===== src/rtl/rr_grant_fsm.sv =====
// Round-robin arbiter for one shared single-owner resource: IDLE/GRANT/GAP controller
// with a rotating priority pointer and a hold-time watchdog. All outputs are registered.
module rr_grant_fsm #(
   parameter int N        = 4,
   parameter int MAX_HOLD = 8
) (
   input  logic                 clk,
   input  logic                 rst_n,
   input  logic [N-1:0]         req,
   input  logic                 done,
   output logic [N-1:0]         gnt,
   output logic [$clog2(N)-1:0] gnt_id,
   output logic                 busy,
   output logic                 timeout
);
   localparam int IW = $clog2(N);
   localparam int HW = $clog2(MAX_HOLD + 1);
   localparam logic [HW-1:0] HOLD_LAST = HW'(MAX_HOLD - 1);
   localparam logic [IW-1:0] ID_LAST   = IW'(N - 1);

   typedef enum logic [1:0] {
      IDLE  = 2'd0,
      GRANT = 2'd1,
      GAP   = 2'd2
   } state_t;

   state_t          state, state_d;
   logic [IW-1:0]   ptr, ptr_d;
   logic [IW-1:0]   win, id_d, ptr_after;
   logic [HW-1:0]   hold_cnt, hold_d;
   logic [N-1:0]    gnt_d;
   logic            busy_d, timeout_d;
   logic            any_req, owner_req;

   // Search starts at ptr and wraps; first requester found wins.
   always_comb begin
      win     = '0;
      any_req = 1'b0;
      for (int k = 0; k < N; k++) begin
         if (!any_req && req[(int'(ptr) + k) % N]) begin
            any_req = 1'b1;
            win     = IW'((int'(ptr) + k) % N);
         end
      end
   end

   assign owner_req = req[gnt_id];
   assign ptr_after = (gnt_id == ID_LAST) ? '0 : gnt_id + 1'b1;

   always_comb begin
      state_d   = state;
      gnt_d     = gnt;
      id_d      = gnt_id;
      busy_d    = busy;
      timeout_d = 1'b0;
      ptr_d     = ptr;
      hold_d    = hold_cnt;
      case (state)
         IDLE: begin
            gnt_d  = '0;
            id_d   = '0;
            busy_d = 1'b0;
            if (any_req) begin
               state_d    = GRANT;
               gnt_d[win] = 1'b1;
               id_d       = win;
               busy_d     = 1'b1;
               hold_d     = '0;
            end
         end
         GRANT: begin
            if (hold_cnt != '1) hold_d = hold_cnt + 1'b1;
            // done beats owner withdrawal, which beats the watchdog
            if (done || !owner_req || hold_cnt == HOLD_LAST) begin
               state_d   = GAP;
               gnt_d     = '0;
               id_d      = '0;
               busy_d    = 1'b0;
               ptr_d     = ptr_after;
               timeout_d = !done && owner_req;
            end
         end
         GAP: begin
            state_d = IDLE;
            gnt_d   = '0;
            id_d    = '0;
            busy_d  = 1'b0;
         end
         default: begin
            state_d = IDLE;
            gnt_d   = '0;
            id_d    = '0;
            busy_d  = 1'b0;
            hold_d  = '0;
         end
      endcase
   end

   always_ff @(posedge clk or negedge rst_n) begin
      if (!rst_n) begin
         state    <= IDLE;
         gnt      <= '0;
         gnt_id   <= '0;
         busy     <= 1'b0;
         timeout  <= 1'b0;
         ptr      <= '0;
         hold_cnt <= '0;
      end else begin
         state    <= state_d;
         gnt      <= gnt_d;
         gnt_id   <= id_d;
         busy     <= busy_d;
         timeout  <= timeout_d;
         ptr      <= ptr_d;
         hold_cnt <= hold_d;
      end
   end
endmodule


===== config.mk =====
export PLATFORM = sky130hd
export DESIGN_NAME = rr_grant_fsm
export DESIGN_NICKNAME = d
export VERILOG_FILES = /design/src/rtl/rr_grant_fsm.sv
export SDC_FILE = /design/constraint.sdc
export NUM_CORES = 1
export LEC_CHECK = 0
export BUFFER_PORTS_ARGS = -buffer_cell sky130_fd_sc_hd__buf_2
export CORE_MARGIN = 1.5
export CORE_UTILIZATION = 56
export CTS_BUF_LIST = sky130_fd_sc_hd__clkbuf_8
export CTS_CLUSTER_DIAMETER = 100
export DETAILED_ROUTE_END_ITERATION = 8
export PLACE_DENSITY = 0.87
export SKIP_CTS_REPAIR_TIMING = 1
export SYNTH_ARGS = -nofsm -noshare
export SYNTH_HDL_FRONTEND = slang
export SYNTH_SLANG_ARGS = --single-unit

===== constraint.sdc =====
create_clock -name clk -period 1.55 [get_ports clk]
set_input_delay 0.2325 -clock clk [delete_from_list [all_inputs] [get_ports clk]]
set_output_delay 0.2325 -clock clk [all_outputs]
set_load 0.05 [all_outputs]

==> out/results.txt <==
The initial standard-cell utilization of the core is 0.629. The tools report the maximum clock skew at final layout as 0.00279 ns. The post-synthesis area per instance was 11.2 um^2; the post-synthesis instance total was 76. The flow ran to the end, and the final reports show no timing, DRC or antenna violations.

When the netlist entered floorplanning its net count stood at 85. The signal on the critical path passes through nor2b_1 -> a21o_1 -> a221o_1 -> a32o_1. The x dimension of the die is 42.0 um, and the fraction of met2 tracks used by global routing is 0.319. After detailed routing, the average wire length per cell comes to 15.3 um. The post-synthesis sequential area ratio is 0.471.

In this run the most used layer during global routing was met2. In this run the clock root is driven by a clkbuf_8. After floorplanning, the core was divided into 13 placement rows. The worst hold path was traced through 5 stages. The die covers 1760 um^2. The core region is 1350 um^2. The non-filler instance count after layout came out at 111. The first global-routing pass estimated 2800 um of wire. Final worst-path cycle share: 0.959. The clock net in this run drives a total of 16 sinks. The max-slew violation count is 0, and the arrival time at the worst endpoint is 1.63 ns. The worst hold path belongs to the class in -> reg.

For the met1 global-route usage, the log shows 0.318. The register clock-pin slew on the reported worst setup and hold paths works out to 0.06 ns. The congestion estimate from routability-driven global placement came to 0.780.

In the layout the commonest cells are buf_2, dfrtp_1, nor2_1. For the antenna cell count, the log shows 0. The end-of-flow core utilization was 0.752. The slowest library cell on the worst path is dfrtp_1. In this run the critical register-to-register path is launched from ptr[1]. The detail route stage leaves a number of antenna-violating nets equal to 0.

The sum of net half-perimeters after detailed placement was 1190 um. The worst setup path is captured at a register. The worst relative slew slack is 0.642, and the number of antenna violations at the first check in global routing is 0. Entering global routing, the biggest net connects 17 pins.

TritonCTS built the clock tree. Measured along the y axis, the die boundary spans 42.0 um. The final route contains 677 vias.

The total overflow left after global routing is 0. IR analysis of the VDD net gives a maximum drop of 1.67 mV. The clock latency reported for the late side of the worst-skew pair is 0.25 ns. The number of H-tree levels was 1.

The startpoint identified for the worst hold timing path is done. Counting the buffers created by CTS gives 3. The ratio of total power to cell area is 2030 nW/um^2. Using the TritonRoute via totals, the vias-per-cell ratio works out to 6.10. Together, buffers and inverters on the worst path number 0. The count of buffers added on input and output ports is 14. Setup violations remaining at the end of the flow were counted as 0. The first detailed-routing pass took 4 iterations.

The endpoint identified for the worst register-to-register timing path is gnt[1]. For the pin with the worst max-slew slack, the measured transition is 0.535 ns. The via count of the first global-routing pass came out at 573. The commonest non-fill, non-tap cell in the layout is buf_2.

The cell type group with the largest total delay on the critical path is compound AO/OA/AOI/OAI gates. In this run the static leakage power is 0.000474 uW. The total global routing track utilization came out at 0.217. Compared with the post-synthesis result, the final layout area differs by 19.4%. For hold timing, the worst endpoint is timeout. The final routed wirelength across all metal layers was 1700 um. For this design the top-level I/O count stands at 15. For the count of final hold-check violations, the log shows 0. At the worst endpoint, the required time is 1.69 ns. The run gives 0 ns as the sum of negative setup slack. The worst register-to-register path has a setup slack of 0.06 ns. Maximum fanout count along the critical path: 6. The category of the most critical setup path was reg -> reg. The run gives 12 as the number of DRC markers after the initial detailed-route iteration. In this design, the stage delay of the slowest critical-path cell is 0.43 ns. Once placement completed, the tool counted placed cells totaling 104.

Measured in cells, the most critical reg-to-reg path has a length of 4. No sink is reached through more buffers than the 2 on the longest clock path. Across the run, the number of max-cap violations was 0. The share of final-layout standard cells stronger than drive strength 1 works out to 0.333.

The flop and latch count out of synthesis works out to 16. For this run, design rule violations remaining after detail routing come to 0. The nature of the critical path startpoint was a register. The final critical path time including I/O delays and setup was 1.49 ns; the final layout net count was 106. The global-route met3 utilization was 0.0391. The number of distinct standard cells referenced by the synthesized netlist is 34, and the peak clock frequency supported by timing is 673 MHz. The logs give 2060 uW for the overall power and 850 um^2 for the total standard cell area after synthesis.

The total of warnings raised by yosys was 0.
-- worst min-delay path: cells and delay by family --
family                 cells  cell delay (ns)
buffers and inverters      1             0.08
AOI/OAI and AO/OA          1             0.07
and+or+nand+nor            3             0.20
-- worst max path at each step --
stage / startpoint / to / slack (ns) / cells after the start
2_1_floorplan: gnt_id[1] / gnt_id[0] / 0.007 / 5
3_3_place_gp: gnt_id[0] / gnt_id[0] / 0.08 / 4
3_5_place_dp: gnt_id[0] / gnt_id[0] / 0.05 / 4
4_1_cts: gnt_id[0] / gnt_id[1] / 0.03 / 4
5_1_grt: hold_cnt[0] / ptr[1] / -0.03 / 4
6_report: ptr[1] / gnt[1] / 0.06 / 4
-- cell families after synthesis --
family	after synthesis	synth area share
DFF	16	0.471
buffers and inverters	2	0.0191
xor gates and xnor gates	1	0.0103
muxes	4	0.0501
adders and majority gates	2	0.0295
and+or+nand+nor	28	0.178
AOI/OAI and AO/OA	23	0.242
-- layout make-up --
class | count | area, um^2
Sequential cell | 16 | 404
Clock buffer | 4 | 55.1
Multi-Input combinational cell | 58 | 434
Fill cell | 111 | 335
Timing Repair Buffer | 18 | 103
Tap cell | 15 | 18.8
-- where the power goes --
part / switching, uW / internal (uW)
registers: 181 / 573
clock network: 147 / 225
logic: 565 / 364
total: 893 / 1160
-- metal layers --
metal,share of wire,vias up,wire [um]
li1,-,333,-
met1,0.48,315,822
met2,0.45,25,760
met3,0.056,4,95
met4,0.010,0,17
met5,0,-,0
-- flip-flops by register name, summed over array words and instances (netlist names) --
name / cells
state: 2
ptr: 2
gnt: 4
busy: 1
hold_cnt: 4
timeout: 1
gnt_id: 2
-- cell usage after synthesis, drive strengths merged --
| cell type | number | area (um^2) |
|---|---|---|
| dfrtp | 16 | 400 |
| nor2 | 7 | 26.3 |
| a32o | 4 | 40.0 |
| nand2 | 4 | 15.0 |
| a21o | 3 | 22.5 |
| nand2b | 3 | 18.8 |
| nor2b | 3 | 18.8 |
| o2bb2ai | 3 | 26.3 |
| a22o | 2 | 17.5 |
| and3 | 2 | 12.5 |
| ha | 2 | 25.0 |
| mux2 | 2 | 22.5 |
| mux2i | 2 | 20.0 |
| nand3 | 2 | 10.0 |
| o21ai | 2 | 10.0 |
| or2 | 2 | 12.5 |
| a21boi | 1 | 11.3 |
| a221o | 1 | 10.0 |
| a221oi | 1 | 15.0 |
| a22oi | 1 | 7.51 |
| a31oi | 1 | 6.26 |
| a32oi | 1 | 8.76 |
| buf | 1 | 11.3 |
| clkbuf | 1 | 5.00 |
| nand3b | 1 | 7.51 |
| nor3 | 1 | 10.0 |
| nor3b | 1 | 7.51 |
| nor4 | 1 | 6.26 |
| o211a | 1 | 10.0 |
| o211ai | 1 | 7.51 |
| o22ai | 1 | 12.5 |
| or3 | 1 | 6.26 |
| xnor2 | 1 | 8.76 |
-- per-stage QoR --
step / instance area [um^2] / setup WS, ns / hold slack (ns)
finish: 1010 / 0.0633 / 0.371
global route: 1010 / -0.0298 / 0.407
CTS: 987 / 0.0286 / -0.116
detailed placement: 932 / 0.0537 / 0.154
global placement: 932 / 0.0848 / 0.162
floorplan: 852 / 0.00695 / -0.0631
Note: power is estimated with default switching activity, not from simulation.
